## config.mk

```make
export PLATFORM = sky130hd
export DESIGN_NAME = interpolation_unit_window_fetch_flat
export DESIGN_NICKNAME = d
export VERILOG_FILES = /design/src/rtl/interpolation_unit_window_fetch_pkg.sv /design/src/rtl/interpolation_unit_window_fetch_if.sv /design/src/rtl/interpolation_unit_resp_buffer.sv /design/src/rtl/interpolation_unit_window_fetch.sv /design/src/flat_wrapper.sv
export SDC_FILE = /design/constraint.sdc
export NUM_CORES = 1
export LEC_CHECK = 0
export ABC_AREA = 1
export BUFFER_PORTS_ARGS = -buffer_cell sky130_fd_sc_hd__buf_2
export CAP_MARGIN = 5
export CORE_MARGIN = 3
export CORE_UTILIZATION = 54
export DETAILED_ROUTE_END_ITERATION = 7
export PLACE_DENSITY = 0.8
export SLEW_MARGIN = 30
export SYNTH_ARGS = -nofsm -noshare
export SYNTH_HDL_FRONTEND = slang
export SYNTH_SLANG_ARGS = --single-unit
export TNS_END_PERCENT = 30
```

## constraint.sdc

```tcl
create_clock -name clk -period 4.5 [get_ports clk]
set_input_delay 0.9 -clock clk [delete_from_list [all_inputs] [get_ports clk]]
set_output_delay 0.9 -clock clk [all_outputs]
set_load 0.1 [all_outputs]
```

## src/rtl/interpolation_unit_window_fetch_pkg.sv

```systemverilog
// Shared types for the interpolation window fetcher: FSM states and the
// 5-bit patch index used for win_dim and the row/column counters.
package interpolation_unit_window_fetch_pkg;
  localparam int WIN_W = 5;
  typedef logic [WIN_W-1:0] win_idx_t;
  typedef enum logic [1:0] {IDLE, BASE, ISSUE, DRAIN} state_t;
endpackage

```

## src/rtl/interpolation_unit_window_fetch_if.sv

```systemverilog
// Bundle of feature-request, frame-memory and pixel-stream signals.
// master = the environment (feature source, memory, consumer); slave = the fetch unit.
interface interpolation_unit_window_fetch_if #(
  parameter int pix_width   = 9,
  parameter int dec_width   = 15,
  parameter int coord_width = 10,
  parameter int addr_width  = 20
);
  import interpolation_unit_window_fetch_pkg::*;

  win_idx_t               win_dim;
  logic [coord_width-1:0] img_width;
  logic                   feat_val;
  logic                   feat_rdy;
  logic [coord_width-1:0] feat_x;
  logic [coord_width-1:0] feat_y;
  logic [dec_width-1:0]   feat_a;
  logic [dec_width-1:0]   feat_b;
  logic                   mem_req_val;
  logic [addr_width-1:0]  mem_req_addr;
  logic [pix_width-1:0]   mem_resp_data;
  logic                   pix_val;
  logic                   out_rdy;
  logic [pix_width-1:0]   pix_out;
  win_idx_t               col_counter;
  win_idx_t               row_counter;
  logic                   feature_val;
  logic [dec_width-1:0]   frac_a;
  logic [dec_width-1:0]   frac_b;

  modport master (
    output win_dim, img_width, feat_val, feat_x, feat_y, feat_a, feat_b,
           mem_resp_data, out_rdy,
    input  feat_rdy, mem_req_val, mem_req_addr, pix_val, pix_out,
           col_counter, row_counter, feature_val, frac_a, frac_b
  );

  modport slave (
    input  win_dim, img_width, feat_val, feat_x, feat_y, feat_a, feat_b,
           mem_resp_data, out_rdy,
    output feat_rdy, mem_req_val, mem_req_addr, pix_val, pix_out,
           col_counter, row_counter, feature_val, frac_a, frac_b
  );
endinterface

```

## src/rtl/interpolation_unit_resp_buffer.sv

```systemverilog
// Small circular FIFO holding returned pixels; accepts a push while full
// when the head is popped in the same cycle.
module interpolation_unit_resp_buffer #(
  parameter  int width = 9,
  parameter  int depth = 3,
  localparam int CW    = $clog2(depth + 1),
  localparam int PTR   = (depth > 1) ? $clog2(depth) : 1
) (
  input  logic             clk,
  input  logic             reset_n,
  input  logic             in_val,
  output logic             in_rdy,
  input  logic [width-1:0] in_data,
  output logic             out_val,
  input  logic             out_rdy,
  output logic [width-1:0] out_data,
  output logic [CW-1:0]    occ
);
  logic [width-1:0] mem [depth];
  logic [PTR-1:0]   wp, rp;
  logic [CW-1:0]    cnt;
  logic             push, pop;

  function automatic logic [PTR-1:0] inc(input logic [PTR-1:0] p);
    return (p == PTR'(depth - 1)) ? '0 : p + 1'b1;
  endfunction

  assign out_val  = (cnt != '0);
  assign in_rdy   = (cnt != CW'(depth)) || out_rdy;
  assign push     = in_val && in_rdy;
  assign pop      = out_val && out_rdy;
  assign out_data = mem[rp];
  assign occ      = cnt;

  always_ff @(posedge clk or negedge reset_n) begin
    if (!reset_n) begin
      wp  <= '0;
      rp  <= '0;
      cnt <= '0;
      for (int i = 0; i < depth; i++) mem[i] <= '0;
    end else begin
      if (push) begin
        mem[wp] <= in_data;
        wp      <= inc(wp);
      end
      if (pop) rp <= inc(rp);
      case ({push, pop})
        2'b10:   cnt <= cnt + 1'b1;
        2'b01:   cnt <= cnt - 1'b1;
        default: cnt <= cnt;
      endcase
    end
  end
endmodule

```

## src/rtl/interpolation_unit_window_fetch.sv

```systemverilog
// Walks a (win_dim+1)^2 pixel patch row-major, issues fixed-latency frame
// memory reads under a credit limit and streams pixels with their indices.
module interpolation_unit_window_fetch
  import interpolation_unit_window_fetch_pkg::*;
#(
  parameter int pix_width   = 9,
  parameter int dec_width   = 15,
  parameter int coord_width = 10,
  parameter int addr_width  = 20,
  parameter int mem_lat     = 2
) (
  input logic clk,
  input logic reset_n,
  interpolation_unit_window_fetch_if.slave io
);
  localparam int D  = mem_lat + 1;
  localparam int CW = $clog2(D + 1);
  localparam int PW = 2 * coord_width + 1;

  state_t                 state, state_nx;
  logic                   up;
  win_idx_t               wd_q, icol, irow, ocol, orow;
  logic [coord_width-1:0] x_q, y_q, iw_q;
  logic [dec_width-1:0]   a_q, b_q;
  logic [addr_width-1:0]  row_base;
  logic [PW-1:0]          base_full;
  logic [mem_lat:1]       vld_pipe;
  logic [CW-1:0]          inflight, occ;
  logic [CW:0]            load;
  logic                   accept, credit, issue, last_issue, pop;
  logic                   buf_val, buf_rdy;
  logic [pix_width-1:0]   head;

  assign io.feat_rdy = up && (state == IDLE);
  assign accept      = io.feat_rdy && io.feat_val;
  assign pop         = buf_val && io.out_rdy;
  // A head popped this cycle frees its slot in time for a new request,
  // which is what lets the stream run at one pixel per cycle.
  assign load        = {1'b0, occ} + {1'b0, inflight} - {{CW{1'b0}}, pop};
  assign credit      = load < (CW + 1)'(D);
  assign issue       = (state == ISSUE) && credit;
  assign last_issue  = (icol == wd_q) && (irow == wd_q);
  assign base_full   = PW'(y_q) * PW'(iw_q) + PW'(x_q);

  always_comb begin
    inflight = '0;
    for (int i = 1; i <= mem_lat; i++) inflight = inflight + CW'(vld_pipe[i]);
  end

  always_ff @(posedge clk or negedge reset_n) begin
    if (!reset_n) begin
      state <= IDLE;
      up    <= 1'b0;
    end else begin
      state <= state_nx;
      up    <= 1'b1;
    end
  end

  always_comb begin
    state_nx = state;
    case (state)
      IDLE:  if (accept) state_nx = BASE;
      BASE:  state_nx = ISSUE;
      ISSUE: if (issue && last_issue) state_nx = DRAIN;
      DRAIN: if (inflight == '0 && (occ == '0 || (occ == CW'(1) && pop)))
               state_nx = IDLE;
      default: state_nx = IDLE;
    endcase
  end

  always_ff @(posedge clk or negedge reset_n) begin
    if (!reset_n) begin
      wd_q     <= '0;
      x_q      <= '0;
      y_q      <= '0;
      iw_q     <= '0;
      a_q      <= '0;
      b_q      <= '0;
      row_base <= '0;
      icol     <= '0;
      irow     <= '0;
      ocol     <= '0;
      orow     <= '0;
      vld_pipe <= '0;
    end else begin
      if (accept) begin
        wd_q <= io.win_dim;
        x_q  <= io.feat_x;
        y_q  <= io.feat_y;
        iw_q <= io.img_width;
        a_q  <= io.feat_a;
        b_q  <= io.feat_b;
      end
      if (state == BASE) begin
        row_base <= addr_width'(base_full);
        icol     <= '0;
        irow     <= '0;
      end else if (issue) begin
        if (icol == wd_q) begin
          icol     <= '0;
          irow     <= irow + 5'd1;
          row_base <= row_base + addr_width'(iw_q);
        end else begin
          icol <= icol + 5'd1;
        end
      end
      vld_pipe[1] <= issue;
      for (int i = 2; i <= mem_lat; i++) vld_pipe[i] <= vld_pipe[i-1];
      if (pop) begin
        if (ocol == wd_q) begin
          ocol <= '0;
          orow <= (orow == wd_q) ? '0 : orow + 5'd1;
        end else begin
          ocol <= ocol + 5'd1;
        end
      end
    end
  end

  interpolation_unit_resp_buffer #(.width(pix_width), .depth(D)) u_buf (
    .clk      (clk),
    .reset_n  (reset_n),
    .in_val   (vld_pipe[mem_lat] && buf_rdy),
    .in_rdy   (buf_rdy),
    .in_data  (io.mem_resp_data),
    .out_val  (buf_val),
    .out_rdy  (io.out_rdy),
    .out_data (head),
    .occ      (occ)
  );

  assign io.mem_req_val  = issue;
  assign io.mem_req_addr = issue ? row_base + addr_width'(icol) : '0;
  assign io.pix_val      = buf_val;
  assign io.pix_out      = buf_val ? head : '0;
  assign io.col_counter  = ocol;
  assign io.row_counter  = orow;
  assign io.feature_val  = buf_val && (ocol == '0) && (orow == '0);
  assign io.frac_a       = a_q;
  assign io.frac_b       = b_q;
endmodule

```

## src/flat_wrapper.sv

```systemverilog
// flat-port wrapper written by rule: the top's interface ports become plain ports
module interpolation_unit_window_fetch_flat import interpolation_unit_window_fetch_pkg::*;
#(
  parameter int pix_width   = 9,
  parameter int dec_width   = 15,
  parameter int coord_width = 10,
  parameter int addr_width  = 20,
  parameter int mem_lat     = 2
)
  (clk, reset_n, io_win_dim, io_img_width, io_feat_val, io_feat_x, io_feat_y, io_feat_a, io_feat_b, io_mem_resp_data, io_out_rdy, io_feat_rdy, io_mem_req_val, io_mem_req_addr, io_pix_val, io_pix_out, io_col_counter, io_row_counter, io_feature_val, io_frac_a, io_frac_b);
  interpolation_unit_window_fetch_if #(.pix_width(pix_width), .dec_width(dec_width), .coord_width(coord_width), .addr_width(addr_width)) io_i ();
  input logic clk;
  input logic reset_n;
  input wire logic [$bits(io_i.win_dim)-1:0] io_win_dim;
  input wire logic [$bits(io_i.img_width)-1:0] io_img_width;
  input wire logic [$bits(io_i.feat_val)-1:0] io_feat_val;
  input wire logic [$bits(io_i.feat_x)-1:0] io_feat_x;
  input wire logic [$bits(io_i.feat_y)-1:0] io_feat_y;
  input wire logic [$bits(io_i.feat_a)-1:0] io_feat_a;
  input wire logic [$bits(io_i.feat_b)-1:0] io_feat_b;
  input wire logic [$bits(io_i.mem_resp_data)-1:0] io_mem_resp_data;
  input wire logic [$bits(io_i.out_rdy)-1:0] io_out_rdy;
  output wire logic [$bits(io_i.feat_rdy)-1:0] io_feat_rdy;
  output wire logic [$bits(io_i.mem_req_val)-1:0] io_mem_req_val;
  output wire logic [$bits(io_i.mem_req_addr)-1:0] io_mem_req_addr;
  output wire logic [$bits(io_i.pix_val)-1:0] io_pix_val;
  output wire logic [$bits(io_i.pix_out)-1:0] io_pix_out;
  output wire logic [$bits(io_i.col_counter)-1:0] io_col_counter;
  output wire logic [$bits(io_i.row_counter)-1:0] io_row_counter;
  output wire logic [$bits(io_i.feature_val)-1:0] io_feature_val;
  output wire logic [$bits(io_i.frac_a)-1:0] io_frac_a;
  output wire logic [$bits(io_i.frac_b)-1:0] io_frac_b;
  assign io_i.win_dim = io_win_dim;
  assign io_i.img_width = io_img_width;
  assign io_i.feat_val = io_feat_val;
  assign io_i.feat_x = io_feat_x;
  assign io_i.feat_y = io_feat_y;
  assign io_i.feat_a = io_feat_a;
  assign io_i.feat_b = io_feat_b;
  assign io_i.mem_resp_data = io_mem_resp_data;
  assign io_i.out_rdy = io_out_rdy;
  assign io_feat_rdy = io_i.feat_rdy;
  assign io_mem_req_val = io_i.mem_req_val;
  assign io_mem_req_addr = io_i.mem_req_addr;
  assign io_pix_val = io_i.pix_val;
  assign io_pix_out = io_i.pix_out;
  assign io_col_counter = io_i.col_counter;
  assign io_row_counter = io_i.row_counter;
  assign io_feature_val = io_i.feature_val;
  assign io_frac_a = io_i.frac_a;
  assign io_frac_b = io_i.frac_b;
  interpolation_unit_window_fetch #(.pix_width(pix_width), .dec_width(dec_width), .coord_width(coord_width), .addr_width(addr_width), .mem_lat(mem_lat)) u_core (.clk(clk), .reset_n(reset_n), .io(io_i));
endmodule
```

==> reports/qor.yml <==
die_w_um: 154
via_count: 10800
area_growth_syn_to_layout_pct: 23.9
cp.required_ns: 4.81
grt_use_met3: 0.0532
ys_top_cells_by_count: "nand2_1 (409), inv_1 (277), dfrtp_1 (143)"
worstRegToRegCells: 20
clkTransAtPathRegs_ns: 0.07
cts_sinks: 143
tightest_slew_ns: 0.963
viasPerCell: 5.42
async_flop_share: 1.00
syn_nets: 1756
fin_area_um2: 14700
post_dp_cell_area_um2: 13600
pre_cts_slack_ns: -0.213
r2r-end: "u_core.row_base[19]$_DFFE_PN0P_"
cts_tree: "done"
clock_latency_ns: 0.42
globalRouteMet2Util: 0.447
startpoint: "u_core.y_q[6]$_DFFE_PN0P_"
cp_max_fo: 6
maxSlewHeadroom: 0.358
period_share: 1.03
report.final.slew_viol_count: 0
synth_area_leader_cell: "dfrtp_1"
synth_cells: 1510
skew_ns: 0.0130
synthFlopType: "dfrtp_1"
synth_edf_count: 0
synth_top_area_frac: 0.301
final.setup.worst_slack_ns: -0.132
grt_pass1_vias: 10800
yosysMostFrequentCell: "nand2_1"
fp-row-count: 53
fin_util: 0.691
synthesis.area_um2: 11900
track_usage: 0.261
hpwl_um: 23100
finalHoldViolCount: 0
cts_made_buffers: 17
wl_per_cell_um: 16.2
synth-warning-count: 0
timing_worst_setup_path_type: "reg2reg"
fmaxAchievable_mhz: 216
cp.arrival_ns: 4.95
end_kind: "register"
drt_pass1_iterations: 6
hold_ws_ns: 0.439
overflow: 0
timing.rr.start: "u_core.y_q[6]$_DFFE_PN0P_"
cts_max_level: 4
antenna_left: 0
drive_above_1_share: 0.264
clockBufferDepth: 2
min_from: "u_core.vld_pipe[1]$_DFF_PN0_"
grt_max_degree: 88
hold_buffers: 0
drc: 0
routed_wirelength_um: 32400
finalSetupViolCount: 10
maxCapViolations: 0
yosys-top-cells-area: "dfrtp_1 (30%), nand2_1 (13%), fa_1 (13%)"
ys_seq_area_frac: 0.301
cts_root_buffer: "clkbuf_16"
ys_seq_elements: 143
die_y_um: 154
cp-start-kind: "register"
diodes: 0
finalCriticalPeriod_ns: 4.63
postSynthAreaPerCell_um2: 7.88
violations: "setup timing"
numPortBuffers: 150
grt_setup_unrepaired: "yes"
core_area_um2: 21400
grt_antenna_before_repair: 1
r2r_setup_slack_ns: -0.13
status: "finished with violations"
start_util: 0.557
ys_types: 47
io_pins: 151
final_nets: 1955
gp_congestion: 0.914
drt_iter0_drc: 788
worstSetupEndpoint: "u_core.row_base[19]$_DFFE_PN0P_"
min_path_type: "reg2reg"
grt_first_pass_wirelength_um: 51500
die-area_um2: 23900
use_met1: 0.331
grt.busiest_layer: "met2"
## logic make-up (layout without fill, tap and decap cells)
family | count (synthesis) | after routing | synth area share
buffers and inverters | 329 | 541 | 0.108
AND/OR/NAND/NOR | 633 | 633 | 0.224
flip-flops | 143 | 143 | 0.301
XOR/XNOR | 26 | 26 | 0.0191
AO/OA/AOI/OAI | 152 | 152 | 0.0687
other | 1 | 1 | 0.000315
multiplexers | 58 | 58 | 0.0548
adder cells (fa/ha/maj) | 168 | 168 | 0.224
## final cells by class
cell class	count	area (um^2)
Timing Repair Buffer	228	1650
Multi-Input combinational cell	1038	7570
Sequential cell	143	3590
Fill cell	1592	6600
Clock inverter	14	121
Clock buffer	18	429
Inverter	281	1050
Tap cell	275	344
## timing repair
action / in CTS / in global routing
resized for setup: 47 / 82
setup endpoints to repair: 13 / 28
buffers inserted: 7 / 8
pin swaps: 27 / 58
## sequential cells by signal, summed over array words and instances (netlist names)
| name | count |
|---|---|
| u_core.u_buf.mem | 27 |
| u_core.io.frac_a | 15 |
| u_core.io.row_counter | 5 |
| u_core.io.col_counter | 5 |
| u_core.row_base | 20 |
| u_core.iw_q | 10 |
| u_core.u_buf.occ | 2 |
| u_core.up | 1 |
| u_core.vld_pipe | 2 |
| u_core.icol | 5 |
| u_core.y_q | 10 |
| u_core.io.frac_b | 15 |
| u_core.x_q | 10 |
| u_core.irow | 5 |
| u_core.u_buf.wp | 2 |
| u_core.wd_q | 5 |
| u_core.state | 2 |
| u_core.u_buf.rp | 2 |
## per-layer routing
metal	up-vias	share of wire
li1	5116	-
met1	5123	0.39
met2	473	0.49
met4	2	0.040
met5	-	0.00040
met3	102	0.075
## through the flow
step	instances	TNS, ns
3_5_place_dp	1950	-1.96
3_3_place_gp	1950	-0.689
2_1_floorplan	1510	-7.99
5_1_grt	1997	-2.86
6_report	1997	-0.914
4_1_cts	1989	-0.0330
## placed cells by master (no fill, tap or decap), types with 5 or more instances in the layout
cell type | Yosys | routed
o21ai_1 | 1 | 6
nand3b_1 | 9 | 9
nand3_1 | 86 | 83
xor2_1 | 15 | 15
nor2_1 | 80 | 73
mux2_2 | 57 | 57
dfrtp_2 | 0 | 7
o31ai_1 | 5 | 5
inv_1 | 277 | 260
a31oi_1 | 7 | 7
a21oi_1 | 58 | 38
fa_1 | 75 | 73
dfrtp_1 | 143 | 136
nor2_4 | 1 | 5
nand3_2 | 3 | 6
o21ai_0 | 71 | 65
clkbuf_16 | 0 | 17
a21oi_4 | 1 | 8
nand2_1 | 409 | 378
nor3_2 | 0 | 5
a21oi_2 | 2 | 15
buf_4 | 1 | 73
inv_2 | 4 | 21
inv_6 | 0 | 6
nor3_1 | 15 | 9
buf_12 | 0 | 19
ha_4 | 0 | 15
nand4_1 | 10 | 10
buf_2 | 9 | 130
nand2_4 | 1 | 7
nand2_2 | 5 | 30
nor2_2 | 3 | 6
buf_6 | 3 | 6
xnor2_1 | 11 | 11
ha_1 | 93 | 77
## how the worst min path moves through the flow
| stage | end | slack [ns] | depth (start not counted) |
|---|---|---|---|
| 6_report | u_core.vld_pipe[2]$_DFF_PN0_ | 0.44 | 0 |
| 5_1_grt | u_core.vld_pipe[2]$_DFF_PN0_ | 0.44 | 0 |
| 4_1_cts | u_core.vld_pipe[2]$_DFF_PN0_ | 0.44 | 0 |
| 3_5_place_dp | u_core.vld_pipe[2]$_DFF_PN0_ | 0.41 | 0 |
| 3_3_place_gp | u_core.vld_pipe[2]$_DFF_PN0_ | 0.40 | 0 |
| 2_1_floorplan | u_core.vld_pipe[2]$_DFF_PN0_ | 0.38 | 0 |
## worst max-delay path, stage by stage (launching register included)
cell	delay, ns
dfrtp_2	0.44
nand2_1	0.11
fa_1	0.55
inv_1	0.10
fa_1	0.61
fa_1	0.48
fa_1	0.54
inv_2	0.04
fa_1	0.54
inv_2	0.05
ha_4	0.24
nand2_4	0.09
inv_1	0.05
a21oi_2	0.16
nand3_2	0.12
nand2_2	0.10
nand3_1	0.06
nand3_1	0.10
nand2_1	0.06
nand2_1	0.05
nand2_1	0.05
Power is not shown: default switching activity piles up to over one toggle a cycle in this logic, so the estimate is an artifact.
